**config.mk**
```make
export PLATFORM = sky130hd
export DESIGN_NAME = recolector_sumas_flat
export DESIGN_NICKNAME = d
export VERILOG_FILES = /design/src/rtl/recolector_sumas_if.sv /design/src/rtl/recolector_sumas.sv /design/src/flat_wrapper.sv
export SDC_FILE = /design/constraint.sdc
export NUM_CORES = 1
export LEC_CHECK = 0
export CAP_MARGIN = 25
export CORE_ASPECT_RATIO = 1.2
export CORE_MARGIN = 3
export CORE_UTILIZATION = 52
export CTS_CLUSTER_SIZE = 40
export DETAILED_ROUTE_END_ITERATION = 8
export HOLD_SLACK_MARGIN = 0.15
export PLACE_DENSITY = 0.75
export RECOVER_POWER = 50
export SLEW_MARGIN = 20
export SYNTH_ARGS = -nofsm -noshare
export SYNTH_HDL_FRONTEND = slang
export SYNTH_SLANG_ARGS = --single-unit
```
**constraint.sdc**
```tcl
create_clock -name clk -period 2.6 [get_ports clk]
set_input_delay 0.52 -clock clk [delete_from_list [all_inputs] [get_ports clk]]
set_output_delay 0.52 -clock clk [all_outputs]
set_load 0.005 [all_outputs]
```
**src/rtl/recolector_sumas_if.sv**
```systemverilog
// ---------------------------------------------------------------------------
// recolector_sumas_if
// Bundle of the result-capture and consumer signals of recolector_sumas.
//   Producer side : valid_in, idx_in, sum_in   (results from the adder)
//   Consumer side : pop -> data_out/valid_out  (show-ahead FIFO head)
//   Status        : full, empty, count, total, overflow_err, underflow_err
// Modports:
//   master : bench/upstream side, drives valid_in/idx_in/sum_in/pop
//   slave  : the collector itself, drives data_out and all status signals
// ---------------------------------------------------------------------------
interface recolector_sumas_if #(
  parameter int ADDR_W  = 2,
  parameter int DATA_W  = 4,
  parameter int IDX_W   = 4,
  parameter int TOTAL_W = 8
) ();

  logic                      valid_in;
  logic [IDX_W-1:0]          idx_in;
  logic [DATA_W-1:0]         sum_in;
  logic                      pop;
  logic [IDX_W+DATA_W-1:0]   data_out;
  logic                      valid_out;
  logic                      full;
  logic                      empty;
  logic [ADDR_W:0]           count;
  logic [TOTAL_W-1:0]        total;
  logic                      overflow_err;
  logic                      underflow_err;

  modport master (
    output valid_in, idx_in, sum_in, pop,
    input  data_out, valid_out, full, empty, count, total,
           overflow_err, underflow_err
  );

  modport slave (
    input  valid_in, idx_in, sum_in, pop,
    output data_out, valid_out, full, empty, count, total,
           overflow_err, underflow_err
  );

endinterface

```
**src/rtl/recolector_sumas.sv**
```systemverilog
// ---------------------------------------------------------------------------
// recolector_sumas
// Downstream collector of the pipelined 4-bit adder. Each valid (idx, sum)
// result is stored in a small FIFO and offered in order to a consumer with a
// show-ahead valid/pop handshake. A saturating running total of every
// accepted sum is kept alongside, plus sticky overflow/underflow flags.
// Ports:
//   clk   : single clock, all state changes on the rising edge
//   reset : synchronous, active-high; clears pointers, count, total, flags
//   bus   : recolector_sumas_if.slave (inputs valid_in/idx_in/sum_in/pop,
//           outputs data_out/valid_out/full/empty/count/total/err flags)
// ---------------------------------------------------------------------------
module recolector_sumas #(
  parameter int DEPTH   = 4,
  parameter int ADDR_W  = 2,
  parameter int DATA_W  = 4,
  parameter int IDX_W   = 4,
  parameter int TOTAL_W = 8
) (
  input  logic               clk,
  input  logic               reset,
  recolector_sumas_if.slave  bus
);

  localparam int                 ENTRY_W   = IDX_W + DATA_W;
  localparam logic [ADDR_W:0]    DEPTH_CNT = (ADDR_W + 1)'(DEPTH);
  localparam logic [TOTAL_W-1:0] TOTAL_MAX = '1;

  logic [ENTRY_W-1:0] mem_q [DEPTH];

  logic [ADDR_W-1:0]  wr_ptr_q, wr_ptr_d;
  logic [ADDR_W-1:0]  rd_ptr_q, rd_ptr_d;
  logic [ADDR_W:0]    count_q, count_d;
  logic [TOTAL_W-1:0] total_q, total_d;
  logic               overflow_q, overflow_d;
  logic               underflow_q, underflow_d;

  logic               full, empty;
  logic               push_ok, pop_ok;
  logic [TOTAL_W:0]   total_sum;

  assign full  = (count_q == DEPTH_CNT);
  assign empty = (count_q == '0);

  // NOTE: every signal gets a default at the top of always_comb so no path
  // leaves it unassigned, which would otherwise infer a latch.
  always_comb begin
    wr_ptr_d    = wr_ptr_q;
    rd_ptr_d    = rd_ptr_q;
    count_d     = count_q;
    total_d     = total_q;
    overflow_d  = overflow_q;
    underflow_d = underflow_q;

    // A pop frees a slot in the same cycle, so a full FIFO still accepts a
    // push when the consumer pops. Pop on an empty FIFO is simply ignored.
    push_ok = bus.valid_in && (!full || bus.pop);
    pop_ok  = bus.pop && !empty;

    // DEPTH is a power of two, so pointer wrap is the natural rollover.
    if (push_ok) wr_ptr_d = wr_ptr_q + 1'b1;
    if (pop_ok)  rd_ptr_d = rd_ptr_q + 1'b1;

    unique case ({push_ok, pop_ok})
      2'b10:   count_d = count_q + 1'b1;
      2'b01:   count_d = count_q - 1'b1;
      default: count_d = count_q;
    endcase

    // One extra bit catches the carry out; on carry the total pins at max.
    total_sum = {1'b0, total_q} + (TOTAL_W + 1)'(bus.sum_in);
    if (push_ok) begin
      total_d = total_sum[TOTAL_W] ? TOTAL_MAX : total_sum[TOTAL_W-1:0];
    end

    if (bus.valid_in && full && !bus.pop) overflow_d  = 1'b1;
    if (bus.pop && empty)                 underflow_d = 1'b1;
  end

  // NOTE: sequential state uses non-blocking assignments so every flop
  // samples the pre-edge value of its inputs regardless of statement order.
  always_ff @(posedge clk) begin
    if (reset) begin
      wr_ptr_q    <= '0;
      rd_ptr_q    <= '0;
      count_q     <= '0;
      total_q     <= '0;
      overflow_q  <= 1'b0;
      underflow_q <= 1'b0;
    end else begin
      wr_ptr_q    <= wr_ptr_d;
      rd_ptr_q    <= rd_ptr_d;
      count_q     <= count_d;
      total_q     <= total_d;
      overflow_q  <= overflow_d;
      underflow_q <= underflow_d;
    end
  end

  // NOTE: the storage array is deliberately not reset; an entry is only ever
  // read once count says it was written, so its power-up value never shows.
  always_ff @(posedge clk) begin
    if (!reset && push_ok) begin
      mem_q[wr_ptr_q] <= {bus.idx_in, bus.sum_in};
    end
  end

  // Show-ahead head: zero when nothing is stored, no same-cycle bypass.
  assign bus.data_out      = empty ? '0 : mem_q[rd_ptr_q];
  assign bus.valid_out     = !empty;
  assign bus.full          = full;
  assign bus.empty         = empty;
  assign bus.count         = count_q;
  assign bus.total         = total_q;
  assign bus.overflow_err  = overflow_q;
  assign bus.underflow_err = underflow_q;

endmodule

```
**src/flat_wrapper.sv**
```systemverilog
// flat-port wrapper written by rule: the top's interface ports become plain ports
module recolector_sumas_flat 
#(
  parameter int DEPTH   = 4,
  parameter int ADDR_W  = 2,
  parameter int DATA_W  = 4,
  parameter int IDX_W   = 4,
  parameter int TOTAL_W = 8
)
  (clk, reset, bus_valid_in, bus_idx_in, bus_sum_in, bus_pop, bus_data_out, bus_valid_out, bus_full, bus_empty, bus_count, bus_total, bus_overflow_err, bus_underflow_err);
  recolector_sumas_if #(.ADDR_W(ADDR_W), .DATA_W(DATA_W), .IDX_W(IDX_W), .TOTAL_W(TOTAL_W)) bus_i ();
  input  logic clk;
  input  logic reset;
  input wire logic [$bits(bus_i.valid_in)-1:0] bus_valid_in;
  input wire logic [$bits(bus_i.idx_in)-1:0] bus_idx_in;
  input wire logic [$bits(bus_i.sum_in)-1:0] bus_sum_in;
  input wire logic [$bits(bus_i.pop)-1:0] bus_pop;
  output wire logic [$bits(bus_i.data_out)-1:0] bus_data_out;
  output wire logic [$bits(bus_i.valid_out)-1:0] bus_valid_out;
  output wire logic [$bits(bus_i.full)-1:0] bus_full;
  output wire logic [$bits(bus_i.empty)-1:0] bus_empty;
  output wire logic [$bits(bus_i.count)-1:0] bus_count;
  output wire logic [$bits(bus_i.total)-1:0] bus_total;
  output wire logic [$bits(bus_i.overflow_err)-1:0] bus_overflow_err;
  output wire logic [$bits(bus_i.underflow_err)-1:0] bus_underflow_err;
  assign bus_i.valid_in = bus_valid_in;
  assign bus_i.idx_in = bus_idx_in;
  assign bus_i.sum_in = bus_sum_in;
  assign bus_i.pop = bus_pop;
  assign bus_data_out = bus_i.data_out;
  assign bus_valid_out = bus_i.valid_out;
  assign bus_full = bus_i.full;
  assign bus_empty = bus_i.empty;
  assign bus_count = bus_i.count;
  assign bus_total = bus_i.total;
  assign bus_overflow_err = bus_i.overflow_err;
  assign bus_underflow_err = bus_i.underflow_err;
  recolector_sumas #(.DEPTH(DEPTH), .ADDR_W(ADDR_W), .DATA_W(DATA_W), .IDX_W(IDX_W), .TOTAL_W(TOTAL_W)) u_core (.clk(clk), .reset(reset), .bus(bus_i));
endmodule
```
* Word-level counts from Yosys, hierarchy flattened
Memories as Yosys holds them, arrays and structs flattened. A register that Yosys moved wholly into a read port is not among the register bits. Cells that the tools add are included.
Operators by class: add/subtract/negate cells 5, equality and inequality tests 3, muxes and demuxes 7, reductions and logical operators 13
Operators with widths (number):
- 8-bit 2-to-1 mux | 2
- 8-bit by 4-bit adder with 9-bit output | 1
- 1-bit logical AND | 6
- 3-bit one-hot mux with 2 select lines | 1
- 2-bit by 1-bit adder with 2-bit output, second input constant | 2
- 1-bit logical NOT | 4
- 2-bit 2-to-1 mux | 2
- 3-bit by 1-bit adder with 3-bit output, second input constant | 1
- 3-bit equality test, second input constant | 1
- 3-bit logical NOT | 1
- 3-bit by 1-bit subtractor with 3-bit output, second input constant | 1
- 2-bit by 1-bit equality test with 1-bit output, second input constant | 1
- 2-bit equality test, second input constant | 1
- 1-bit 2-to-1 mux | 2
- 2-bit nonzero test | 1
- 1-bit logical OR | 1
Word-level totals: memories kept 1, output and inout port bits 24, register bits 17, word-level logic and storage cells 35, memory bits (writable) 32
Memory list:
- u_core.mem_q | depth 4, bits a word 8, rd ports 1, clocked after memory_dff 1, write ports 1, RTL line recolector_sumas.sv:29 | logic [ENTRY_W-1:0] mem_q [DEPTH];

* Logic depth before layout (Yosys ltp)
Gate-level depths: netlist (run 1).
depth in word-level cells 7, mapped depth 9

* Worst setup path after synthesis (run 1)
No wires, ideal clock.
path kind in2reg, start input port bus_pop, end register u_core.count_q[2] (netlist: u_core.bus.count[2]), data arrival time 2.274 ns, cell stages on the path 9, path buffers 1, setup time 0.070 ns, required time 2.530 ns, path slack 0.256 ns, cell sequence nor4b_4 nand2b_1 buf_6 ha_1 inv_1 fa_1 xor2_1 or3_1 a21oi_1
On the way: word-level cells in the longest chain between the ends 4, elaborated cells between the ends (all ways) 7
Ends and longest elaborated chain:
- start, declared | RTL line flat_wrapper.sv:17 | input wire logic [$bits(bus_i.pop)-1:0] bus_pop;
- 1-bit logical OR | RTL line recolector_sumas.sv:57 | push_ok = bus.valid_in && (!full || bus.pop);
- 1-bit logical AND | RTL line recolector_sumas.sv:57
- 2-bit by 1-bit equality test with 1-bit output / 2-bit equality test (equally long branches) | RTL line recolector_sumas.sv:64 | unique case ({push_ok, pop_ok})
- 3-bit one-hot mux with 2 select lines / 2-bit nonzero test (equally long branches)
- end signal, assigned | RTL line recolector_sumas.sv:93 | count_q <= count_d;
- end, declared | RTL line recolector_sumas.sv:33 | logic [ADDR_W:0] count_q, count_d;
Parallel ways exist; a longest one is shown, timed or not. A chain may end at the register's enable or synchronous reset.

==> results of run 1 <==
where the power goes:
group | internal, mW | leakage (nW) | total (mW) | switching (mW)
combinational | 0.454 | 0.535 | 0.784 | 0.329
clock | 0.281 | 0.0502 | 0.529 | 0.248
sequential | 0.937 | 0.446 | 1.00 | 0.0643
registers in the layout, indices dropped and copies added, names as in the netlist, named ones only:
| signal | count |
|---|---|
| u_core.bus.overflow_err | 1 |
| u_core.wr_ptr_q | 2 |
| u_core.bus.count | 3 |
| u_core.mem_q | 32 |
| u_core.bus.underflow_err | 1 |
| u_core.bus.total | 8 |
| u_core.rd_ptr_q | 2 |
stage by stage:
| step | cells | power (mW) | instance area, sq um | utilization, % |
|---|---|---|---|---|
| detailed placement | 250 | 1.83 | 2670 | 66.1 |
| global placement | 250 | 1.80 | 2670 | 66.1 |
| floorplan | 159 | 1.44 | 2220 | - |
| finish | 257 | 2.31 | 2770 | 68.6 |
| CTS | 257 | 2.36 | 2780 | 68.8 |
| global route | 257 | 2.46 | 2770 | 68.6 |
per-layer routing:
metal  share of wire (%)  vias up
li1                    -      671
met1                  41      670
met2                  54       32
met3                 3.5        8
met4                 1.9        0
met5                   0        -
synthesized netlist by cell type:
cell type,count
o21ai_0,3
ha_1,9
or3_2,2
nor2b_1,1
nand2b_1,1
a311oi_1,1
nor2_1,11
xnor2_1,2
nand2_1,3
o21a_1,2
a211o_1,3
buf_2,1
or3_1,1
inv_1,6
fa_1,2
clkbuf_1,3
nand3_1,2
nor3_1,2
mux4_2,8
edfxtp_1,32
and2_1,13
buf_1,1
or4_1,1
mux2i_1,4
a21oi_1,11
xor2_1,4
and3_1,1
dfxtp_1,19
a21o_1,1
nor4b_4,1
a31oi_1,3
nor3b_1,1
o31ai_1,1
buf_6,1
and4_1,1
or2_2,1
layout make-up:
class	count	area (sq um)	share of cell area (%)
clock buffer	5	68.8	2.49
clock inverter	2	37.5	1.36
inverter	6	22.5	0.814
multi-input combinational	96	827	29.9
sequential	51	1340	48.5
tap	54	67.6	2.44
timing repair buffer	43	403	14.6
final timing paths:
check / startpoint / to / slack [ps] / cells after the start
max: flop / bus_data_out[0] / 130 / 4
min: u_core.bus.overflow_err / u_core.bus.overflow_err / 480 / 2
max reg2reg: u_core.bus.count[0] / u_core.bus.count[2] / 310 / 8
min reg2reg: u_core.bus.overflow_err / u_core.bus.overflow_err / 480 / 2
logic make-up after synthesis:
kind of cell,after synthesis,synth area share [%]
flip-flops,51,60.4
AND/OR/NAND/NOR,42,11.1
AO/OA/AOI/OAI,25,6.93
buffers and inverters,12,2.42
multiplexers,12,9.91
adder cells (fa/ha/maj),11,6.87
XOR/XNOR,6,2.36
cell usage in the layout, fill, tap and decap left out, drive strengths merged, types with 2 or more instances in the layout:
cell type / instances
xnor2: 2
nor3: 2
buf: 6
fa: 2
or3: 3
xor2: 4
inv: 6
mux4: 8
o21a: 2
dlygate4sd3: 21
nand2: 3
edfxtp: 32
a21oi: 11
dfxtp: 19
clkbuf: 7
mux2i: 4
a31oi: 3
nor2: 11
clkdlybuf4s50: 14
nand3: 2
and2: 13
ha: 9
o21ai: 3
a211o: 3
worst max-delay path: cells and delay by family (launching register included):
| kind | cells | cell delay (ps) |
|---|---|---|
| DFF | 1 | 320 |
| muxes | 1 | 520 |
| and+or+nand+nor | 1 | 170 |
| buffers and inverters | 2 | 640 |
==> summary.md, run 1 <==
| Metric | Value |
|---|---|
| Final setup violation count | `0` |
| GPL Wtd Cong | `0.727` |
| Via count | `1381` |
| Clk Latency, worst-skew pair | `300 ps` |
| Min-delay worst type | `flop to flop` |
| Maximum VDD drop | `0.000615 V` |
| Leakage | `1.03 nW` |
| Root buf cell | `clkbuf_8` |
| Crit end category | `primary output` |
| Critical Path Fanout Max | `8` |
| GRT Overall Usage | `17.9%` |
| HPWL after DPL | `2950 um` |
| Largest net degree at the start of global routing | `19` |
| Slew margin rel. | `61.2%` |
| Place WS | `-71.0 ps` |
| Setup Buffers After CTS | `0` |
| Area Growth Syn to Fin | `24.5%` |
| Fillers | `302` |
| First-pass GRT wire length | `6820 um` |
| Worst Tran Pin Value | `582 ps` |
| Syn Nets | `182` |
| #FFs+latches synth | `51` |
| Syn Std Cell Area | `2220 sq um` |
| Final Cycle Share | `95.0%` |
| Setup Skew | `3.73 ps` |
| Post-synth top area share | `43.2%` |
| DRT antenna net count | `0` |
| Grt total ovfl | `0` |
| Met2 Usage GRT | `32.0%` |
| Final Worst Setup Slack | `130 ps` |
| Initial antenna violation count | `0` |
| Fmax | `0.405 GHz` |
| Core Box Area | `4040 sq um` |
| FP Rows | `25` |
| Chip width | `65.7 um` |
| Resized cells post-CTS | `0` |
| RSZ-0062 raised after global routing | `false` |
| DRC | `0` |
| Vias in the first global route | `1445` |
| Clock buffer depth | `2` |
| Gr busiest metal | `met2` |
| DIE AREA | `5100 sq um` |
| Num CTS Buffers | `5` |
| WL per Instance | `15.5 um` |
| H-tree Lvls | `2` |
| Max_cap viols | `0` |
| Final TNS setup | `0 ps` |
| CTS tree | `yes` |
| WHS | `478 ps` |
| # diodes | `0` |
| Power per cell area | `836 nW/um^2` |
| Share of layout cells above drive strength 1 | `12.3%` |
| Top cell type by total area after synthesis | `edfxtp_1` |
| Grt met3 use | `3.76%` |
| CP Cell Sequence | `buf_4, mux4_2, and2_1, clkdlybuf4s50_1` |
| Run status | `finished clean` |
| Hold Buf Count CTS | `0` |
| Sequential area share after synthesis | `60.4%` |
| Vias per cell | `5.37` |
| Clock Pin Slew Worst Setup and Hold Paths | `90 ps` |
| Setup CP Type | `flop to primary output` |
| Final net count | `226` |
| Syn Area/Cell | `14.0 sq um` |
| Tmin final | `2470 ps` |
| Crit path largest cell delay | `520 ps` |
| Ports | `36` |
| Initial Util | `55.1%` |
| Final hold vios | `0` |
| Die height | `77.6 um` |
| Port buffer count | `35` |
| Arrival @ worst endpoint | `1950 ps` |
| Drt initial violations | `72` |
| Fin. max-slew vios | `0` |
| GR Util met1 | `20.1%` |
| Clock Sinks | `51` |
| Synth area leaders | `edfxtp_1 (43%), dfxtp_1 (17%), mux4_2 (8.1%), ha_1 (5.1%), and2_1 (3.7%)` |
| Yosys warning count | `0` |
| Gate Count Post-Synth | `159` |
| CP startpoint kind | `flop` |
| Final WL | `3970 um` |
| Crit path required time | `2080 ps` |
| CP max-delay cell | `mux4_2` |
| Drt pass-1 iters | `4` |
| Synth unique cells | `36` |
Power figures use the tool's default switching activity.
==> run 2: changes to the inputs <==
--- a/config.mk
+++ b/config.mk
@@ -14,7 +14,7 @@
 export HOLD_SLACK_MARGIN = 0.15
 export PLACE_DENSITY = 0.75
 export RECOVER_POWER = 50
-export SLEW_MARGIN = 20
+export SKIP_LAST_GASP = 1
 export SYNTH_ARGS = -nofsm -noshare
 export SYNTH_HDL_FRONTEND = slang
 export SYNTH_SLANG_ARGS = --single-unit
==> results of run 2 <==
The final DEF is identical to that of run 1; final timing and power are the same.
